`config.mk`:
```
export PLATFORM = sky130hd
export DESIGN_NAME = pc_fetch_unit_flat
export DESIGN_NICKNAME = d
export VERILOG_FILES = /design/src/rtl/riscv_core_pkg.sv /design/src/rtl/pc_fetch_unit_if.sv /design/src/rtl/pc_next_calc.sv /design/src/rtl/pc_fetch_unit.sv /design/src/flat_wrapper.sv
export SDC_FILE = /design/constraint.sdc
export NUM_CORES = 1
export LEC_CHECK = 0
export CORE_UTILIZATION = 25
export CTS_CLUSTER_SIZE = 16
export DETAILED_ROUTE_END_ITERATION = 7
export PLACE_DENSITY = 0.52
export RECOVER_POWER = 50
export SLEW_MARGIN = 30
export SYNTH_ARGS = -nofsm -noshare
export SYNTH_HDL_FRONTEND = slang
export SYNTH_HIERARCHICAL = 1
export SYNTH_SLANG_ARGS = --single-unit
```
`constraint.sdc`:
```
create_clock -name clk -period 3.3 [get_ports clk]
set_clock_uncertainty 0.2 [all_clocks]
set_input_delay 0.66 -clock clk [delete_from_list [all_inputs] [get_ports clk]]
set_output_delay 0.66 -clock clk [all_outputs]
set_load 0.01 [all_outputs]
```
`src/rtl/riscv_core_pkg.sv`:
```
// Shared fetch-stage types: next-PC selects, fetch FSM states, fault codes.
// Also holds decode-field helpers used downstream of pc_fetch_unit.
package riscv_core_pkg;

  localparam int INSTR_W = 32;

  typedef enum logic [1:0] {
    PC_NA     = 2'b00,
    PC_NORMAL = 2'b01,
    PC_JUMP   = 2'b10,
    PC_BRANCH = 2'b11
  } pc_ctrl_e;

  typedef enum logic [1:0] {
    RST,
    FETCH,
    EXEC,
    HALT
  } fetch_state_e;

  typedef enum logic [1:0] {
    FLT_NONE     = 2'b00,
    FLT_PC_NA    = 2'b01,
    FLT_TIMEOUT  = 2'b10,
    FLT_MISALIGN = 2'b11
  } fault_e;

  function automatic logic [4:0] op_code(
    input logic [INSTR_W-1:0] ins
  );
    return ins[6:2];
  endfunction

  function automatic logic [3:0] sub_op_code(
    input logic [INSTR_W-1:0] ins
  );
    return {ins[30], ins[14:12]};
  endfunction

endpackage

```
`src/rtl/pc_fetch_unit_if.sv`:
```
// Instruction-memory request/valid handshake between fetch and imem.
// master = fetch unit, slave = memory.
interface pc_fetch_unit_if #(
  parameter int XLEN = 32
);
  import riscv_core_pkg::*;

  logic               imem_req;
  logic [XLEN-1:0]    imem_addr;
  logic [INSTR_W-1:0] imem_rdata;
  logic               imem_valid;

  modport master (
    output imem_req,
    output imem_addr,
    input  imem_rdata,
    input  imem_valid
  );

  modport slave (
    input  imem_req,
    input  imem_addr,
    output imem_rdata,
    output imem_valid
  );

endinterface

```
`src/rtl/pc_next_calc.sv`:
```
// Combinational next-PC mux, link adder and alignment handling.
// MISALIGN_TRAP_EN: misaligned candidate raises trap instead of being masked.
module pc_next_calc
  import riscv_core_pkg::*;
#(
  parameter int XLEN = 32
) (
  input  logic [XLEN-1:0] pc,
  input  pc_ctrl_e        pc_control,
  input  logic            branch_taken,
  input  logic [XLEN-1:0] branch_offset,
  input  logic [XLEN-1:0] jump_target,
  output logic [XLEN-1:0] pc_next,
  output logic [XLEN-1:0] pc_plus4,
  output logic            trap
);

  logic [XLEN-1:0] cand;
  logic [XLEN-1:0] raw;

  assign pc_plus4 = pc + XLEN'(4);

  always_comb begin
    cand = pc_plus4;
    raw  = pc_plus4;
    unique case (1'b1)
      (pc_control == PC_JUMP): begin
        cand = {jump_target[XLEN-1:1], 1'b0};
        raw  = jump_target;
      end
      (pc_control == PC_BRANCH): begin
        cand = branch_taken ? pc + branch_offset
                            : pc_plus4;
        raw  = cand;
      end
      default: begin
        cand = pc_plus4;
        raw  = pc_plus4;
      end
    endcase
  end

`ifdef MISALIGN_TRAP_EN
  // Raw jump target is checked so a set bit0 still traps.
  assign pc_next = cand;
  assign trap    = (raw[1:0] != 2'b00);
`else
  logic unused_raw;
  assign unused_raw = ^raw;
  assign pc_next    = {cand[XLEN-1:2], 2'b00};
  assign trap       = 1'b0;
`endif

endmodule

```
`src/rtl/pc_fetch_unit.sv`:
```
// Fetch stage: PC register, imem handshake, instruction hold for decode.
// Optional MISALIGN_TRAP_EN turns misaligned next-PCs into fault 11.
module pc_fetch_unit
  import riscv_core_pkg::*;
#(
  parameter int          XLEN          = 32,
  parameter logic [31:0] RESET_PC      = 32'h0000_0000,
  parameter int          FETCH_TIMEOUT = 16
) (
  input  logic               clk,
  input  logic               rst_n,
  pc_fetch_unit_if.master    imem,
  input  logic               stall,
  input  logic [1:0]         pc_control,
  input  logic               branch_taken,
  input  logic [XLEN-1:0]    branch_offset,
  input  logic [XLEN-1:0]    jump_target,
  output logic [INSTR_W-1:0] instr,
  output logic               instr_valid,
  output logic [XLEN-1:0]    pc,
  output logic [XLEN-1:0]    pc_plus4,
  output logic               halted,
  output logic [1:0]         fault_code
);

  localparam logic [15:0] TMO = 16'(FETCH_TIMEOUT);

  fetch_state_e       state, state_n;
  logic [XLEN-1:0]    pc_n, pc_calc;
  logic [INSTR_W-1:0] instr_n;
  logic [15:0]        cnt, cnt_n;
  logic               halted_n, trap;
  logic [1:0]         fault_n;
  pc_ctrl_e           ctrl;

  assign ctrl = pc_ctrl_e'(pc_control);

  pc_next_calc #(.XLEN(XLEN)) u_next (
    .pc            (pc),
    .pc_control    (ctrl),
    .branch_taken  (branch_taken),
    .branch_offset (branch_offset),
    .jump_target   (jump_target),
    .pc_next       (pc_calc),
    .pc_plus4      (pc_plus4),
    .trap          (trap)
  );

  assign imem.imem_req  = (state == FETCH);
  assign imem.imem_addr = pc;
  assign instr_valid    = (state == EXEC);

  always_ff @(posedge clk or negedge rst_n) begin
    if (!rst_n) begin
      state      <= RST;
      pc         <= XLEN'(RESET_PC);
      instr      <= '0;
      cnt        <= '0;
      halted     <= 1'b0;
      fault_code <= FLT_NONE;
    end else begin
      state      <= state_n;
      pc         <= pc_n;
      instr      <= instr_n;
      cnt        <= cnt_n;
      halted     <= halted_n;
      fault_code <= fault_n;
    end
  end

  always_comb begin
    state_n  = state;
    pc_n     = pc;
    instr_n  = instr;
    cnt_n    = cnt;
    halted_n = halted;
    fault_n  = fault_code;
    unique case (state)
      RST: state_n = FETCH;
      FETCH: begin
        cnt_n = cnt + 16'd1;
        if (imem.imem_valid) begin
          instr_n = imem.imem_rdata;
          cnt_n   = '0;
          state_n = EXEC;
        end else if (TMO != 16'd0 && cnt_n == TMO) begin
          state_n  = HALT;
          halted_n = 1'b1;
          fault_n  = FLT_TIMEOUT;
        end
      end
      EXEC: begin
        if (!stall) begin
          if (ctrl == PC_NA) begin
            state_n  = HALT;
            halted_n = 1'b1;
            fault_n  = FLT_PC_NA;
          end else if (trap) begin
            state_n  = HALT;
            halted_n = 1'b1;
            fault_n  = FLT_MISALIGN;
          end else begin
            pc_n    = pc_calc;
            state_n = FETCH;
          end
        end
      end
      HALT: halted_n = 1'b1;
      default: state_n = RST;
    endcase
  end

endmodule

```
`src/flat_wrapper.sv`:
```
// flat-port wrapper written by rule: the top's interface ports become plain ports
module pc_fetch_unit_flat import riscv_core_pkg::*;
#(
  parameter int          XLEN          = 32,
  parameter logic [31:0] RESET_PC      = 32'h0000_0000,
  parameter int          FETCH_TIMEOUT = 16
)
  (clk, rst_n, stall, pc_control, branch_taken, branch_offset, jump_target, instr, instr_valid, pc, pc_plus4, halted, fault_code, imem_imem_req, imem_imem_addr, imem_imem_rdata, imem_imem_valid);
  pc_fetch_unit_if #(.XLEN(XLEN)) imem_i ();
  input  logic clk;
  input  logic rst_n;
  input  logic stall;
  input  logic [1:0] pc_control;
  input  logic branch_taken;
  input  logic [XLEN-1:0] branch_offset;
  input  logic [XLEN-1:0] jump_target;
  output logic [INSTR_W-1:0] instr;
  output logic instr_valid;
  output logic [XLEN-1:0] pc;
  output logic [XLEN-1:0] pc_plus4;
  output logic halted;
  output logic [1:0] fault_code;
  output wire logic [$bits(imem_i.imem_req)-1:0] imem_imem_req;
  output wire logic [$bits(imem_i.imem_addr)-1:0] imem_imem_addr;
  input wire logic [$bits(imem_i.imem_rdata)-1:0] imem_imem_rdata;
  input wire logic [$bits(imem_i.imem_valid)-1:0] imem_imem_valid;
  assign imem_imem_req = imem_i.imem_req;
  assign imem_imem_addr = imem_i.imem_addr;
  assign imem_i.imem_rdata = imem_imem_rdata;
  assign imem_i.imem_valid = imem_imem_valid;
  pc_fetch_unit #(.XLEN(XLEN), .RESET_PC(RESET_PC), .FETCH_TIMEOUT(FETCH_TIMEOUT)) u_core (.clk(clk), .rst_n(rst_n), .imem(imem_i), .stall(stall), .pc_control(pc_control), .branch_taken(branch_taken), .branch_offset(branch_offset), .jump_target(jump_target), .instr(instr), .instr_valid(instr_valid), .pc(pc), .pc_plus4(pc_plus4), .halted(halted), .fault_code(fault_code));
endmodule
```
==> reports/results.ini <==
[outcome]
status=finished, final reports clean

[yosys]
synth_edf_count=0
syn-cell-area_mm2=0.00657
yosys_warnings=6
syn_inst=708
async_flop_share_pct=100
synth-seq-cells=85
syn_avg_cell_area_um2=9.29
seq_area_frac_synth_pct=32.4
synth_ff_type=dfrtp_1
synth.distinct_cells=69

[placement]
place_area_mm2=0.00976
gp_congestion=0.856
pre_cts_slack_ns=-0.443
dp_hpwl_um=18000
portBuffers=233

[cts]
path_clk_slew_ns=0.07
cts_tree=yes
cts-root-buf=clkbuf_16
numCtsBuffers=9
insertion_delay_ns=0.35
clockBufferDepth=2
h-tree-depth=3
cts.sinks=85

[route]
ant_nets=0
wire_per_inst_um=17.2
dr.pass1.iters=5
wirelength_um=23100
vias=6519
drc=0
first_iter_violations=293
vias_per_cell=4.85

[min_path]
hold_depth=1
hp-class=flop to flop
hold_end=u_core/instr[0]
hp-start=u_core/instr[0]

[global_route]
grt_pass1_vias=6470
grt_overflow=0
grt_max_degree=40
gr-usage-all-layers_pct=17.2
grt_pass1_wl_um=35600
antenna_found_initial=4

[power]
peakVddDrop_uv=349
total_power_mw=8.62
p_leak_nw=4.62
p_per_area_mw_per_mm2=833

[floorplan]
ios=236
rows=58
die_h_um=164
initial_core_util_pct=25.8
core_mm2=0.0255
die_w_um=164
die-area_mm2=0.0269

[sta]
hold_viol=0
hold_ws_ns=0.300
setup_viol=0
period_share_pct=97.5
slew_headroom_pct=21.7
max_freq_mhz=311
slew_violations=0
fin_ws_ns=0.0826
tightestPinTransition_ns=1.17
min_period_ns=3.22

[layout]
final_core_util_pct=40.7
design_area_mm2=0.0104
fill_cells=2529
nNetsFinal=1147
drive_above_1_share_pct=24.2
syn_to_final_growth_pct=57.6

[critical_path]
worstSetupPathType=primary input to flop
crit_path_end_kind=flop
rrSetupSlack_ns=0.26
cp_data_required_time_ns=3.34
crit_fanout=6
worstRegToRegCells=13
timing.rr.start=u_core/imem.imem_addr[2]
start_kind=primary input
arrival_ns=3.26
reg2reg_to=u_core/imem.imem_addr[29]

[flow_run]
max_cap_violations=0

==> repair_timing <==
| item | in CTS | in global routing |
|---|---|---|
| pin swaps | 5 | 17 |
| cloned | 0 | 0 |
| hold buffers | 0 | 0 |
| resized for setup | 38 | 22 |
| setup endpoints to repair | 25 | 26 |
| setup buffers | 6 | 8 |
==> registers in the layout (all words and copies together) (netlist names) <==
signal / cells
u_core/state: 2
u_core/fault_code: 2
u_core/cnt: 16
u_core/imem.imem_addr: 32
u_core/halted: 1
u_core/instr: 32
==> cell families (layout without fill, tap and decap cells) <==
kind of cell	count (synthesis)	count (layout)	share of synthesized area, %
AND/OR/NAND/NOR	190	190	15.2
flip-flops	85	85	32.4
buffers and inverters	80	382	6.93
multiplexers	72	72	12.3
adder cells (fa/ha/maj)	37	37	7.04
other	1	4	0.0570
XOR/XNOR	56	56	7.58
AO/OA/AOI/OAI	187	187	18.5
==> routing by layer <==
layer	vias up	wire length [um]	track usage (%)
met5	-	23	0
li1	3158	-	-
met1	3125	10000	21.6
met3	18	1600	3.96
met4	4	235	3.75
met2	214	11200	29.7
==> placed cells by master, fill, tap and decap left out, types with 8 or more instances in the layout <==
cell type	count
nand3_1	31
a22oi_1	16
dlygate4sd2_1	11
clkdlybuf4s50_1	180
nor2_1	37
o21ai_0	50
o22ai_1	10
inv_1	15
buf_4	112
a21o_1	18
and3_1	12
ha_1	32
dfrtp_1	85
nor3_1	8
a21oi_1	36
dlygate4sd3_1	31
xnor2_2	8
xor2_1	17
mux2_2	64
nand4_1	11
a31oi_1	8
clkbuf_16	9
nand2_1	46
xnor2_1	31
==> critical path, stage by stage <==
cell,delay [ns]
clkdlybuf4s50_1,0.40
ha_1,0.35
and3_1,0.19
and4_1,0.25
nand3_2,0.12
o211ai_4,0.24
a21oi_4,0.13
o311ai_4,0.36
mux2i_1,0.21
o21ai_0,0.08
mux2_2,0.26
==> synth_stat cells, drive strengths merged (7+ instances only) <==
| cell | n | area [um2] |
|---|---|---|
| nand4 | 13 | 111 |
| mux2 | 66 | 751 |
| xnor2 | 39 | 349 |
| dfrtp | 85 | 2130 |
| and3 | 12 | 75.1 |
| o21ai | 54 | 270 |
| o22ai | 10 | 62.6 |
| ha | 37 | 463 |
| nor2 | 39 | 154 |
| nor2b | 7 | 43.8 |
| nand3 | 35 | 180 |
| a22oi | 16 | 120 |
| a21oi | 39 | 199 |
| a21o | 18 | 135 |
| nand2 | 46 | 173 |
| a31oi | 8 | 50.1 |
| buf | 46 | 328 |
| inv | 15 | 56.3 |
| clkbuf | 19 | 71.3 |
| xor2 | 17 | 149 |
| nor3 | 11 | 66.3 |
==> power breakdown <==
group,internal (mW),switching [mW],leakage [nW]
clock,0.747,0.477,0.170
sequential,1.45,0.339,1.07
combinational,3.10,2.51,3.37
==> how the worst max path moves through the flow <==
stage | start | to | slack [ns] | cells after the start
2_1_floorplan | branch_offset[2] | u_core/imem.imem_addr[14] | 0.33 | 10
3_3_place_gp | branch_offset[2] | u_core/imem.imem_addr[28] | -0.41 | 13
3_5_place_dp | branch_offset[2] | u_core/imem.imem_addr[28] | -0.44 | 13
4_1_cts | u_core/imem.imem_addr[3] | pc_plus4[20] | 0.004 | 7
5_1_grt | u_core/imem.imem_addr[9] | pc_plus4[23] | -0.02 | 8
6_report | branch_offset[13] | u_core/imem.imem_addr[29] | 0.08 | 11
==> layout make-up <==
| type | instances | area (um2) | share of cell area, % |
|---|---|---|---|
| multi-input cells | 545 | 4200 | 40.6 |
| diodes | 1 | 2.50 | 0.0242 |
| inverters | 15 | 56.3 | 0.544 |
| flip-flops and latches | 85 | 2130 | 20.5 |
| clock inverters | 7 | 121 | 1.17 |
| clock buffers | 9 | 225 | 2.17 |
| repair buffers | 351 | 3210 | 31.0 |
| well taps | 330 | 413 | 3.99 |
==> stage by stage <==
step / cells / setup TNS, ns
floorplan: 710 / 0
global placement: 1313 / -5.34
detailed placement: 1313 / -5.98
CTS: 1335 / 0
global route: 1342 / -0.0299
finish: 1343 / 0
(Power assumes the default switching activity.)
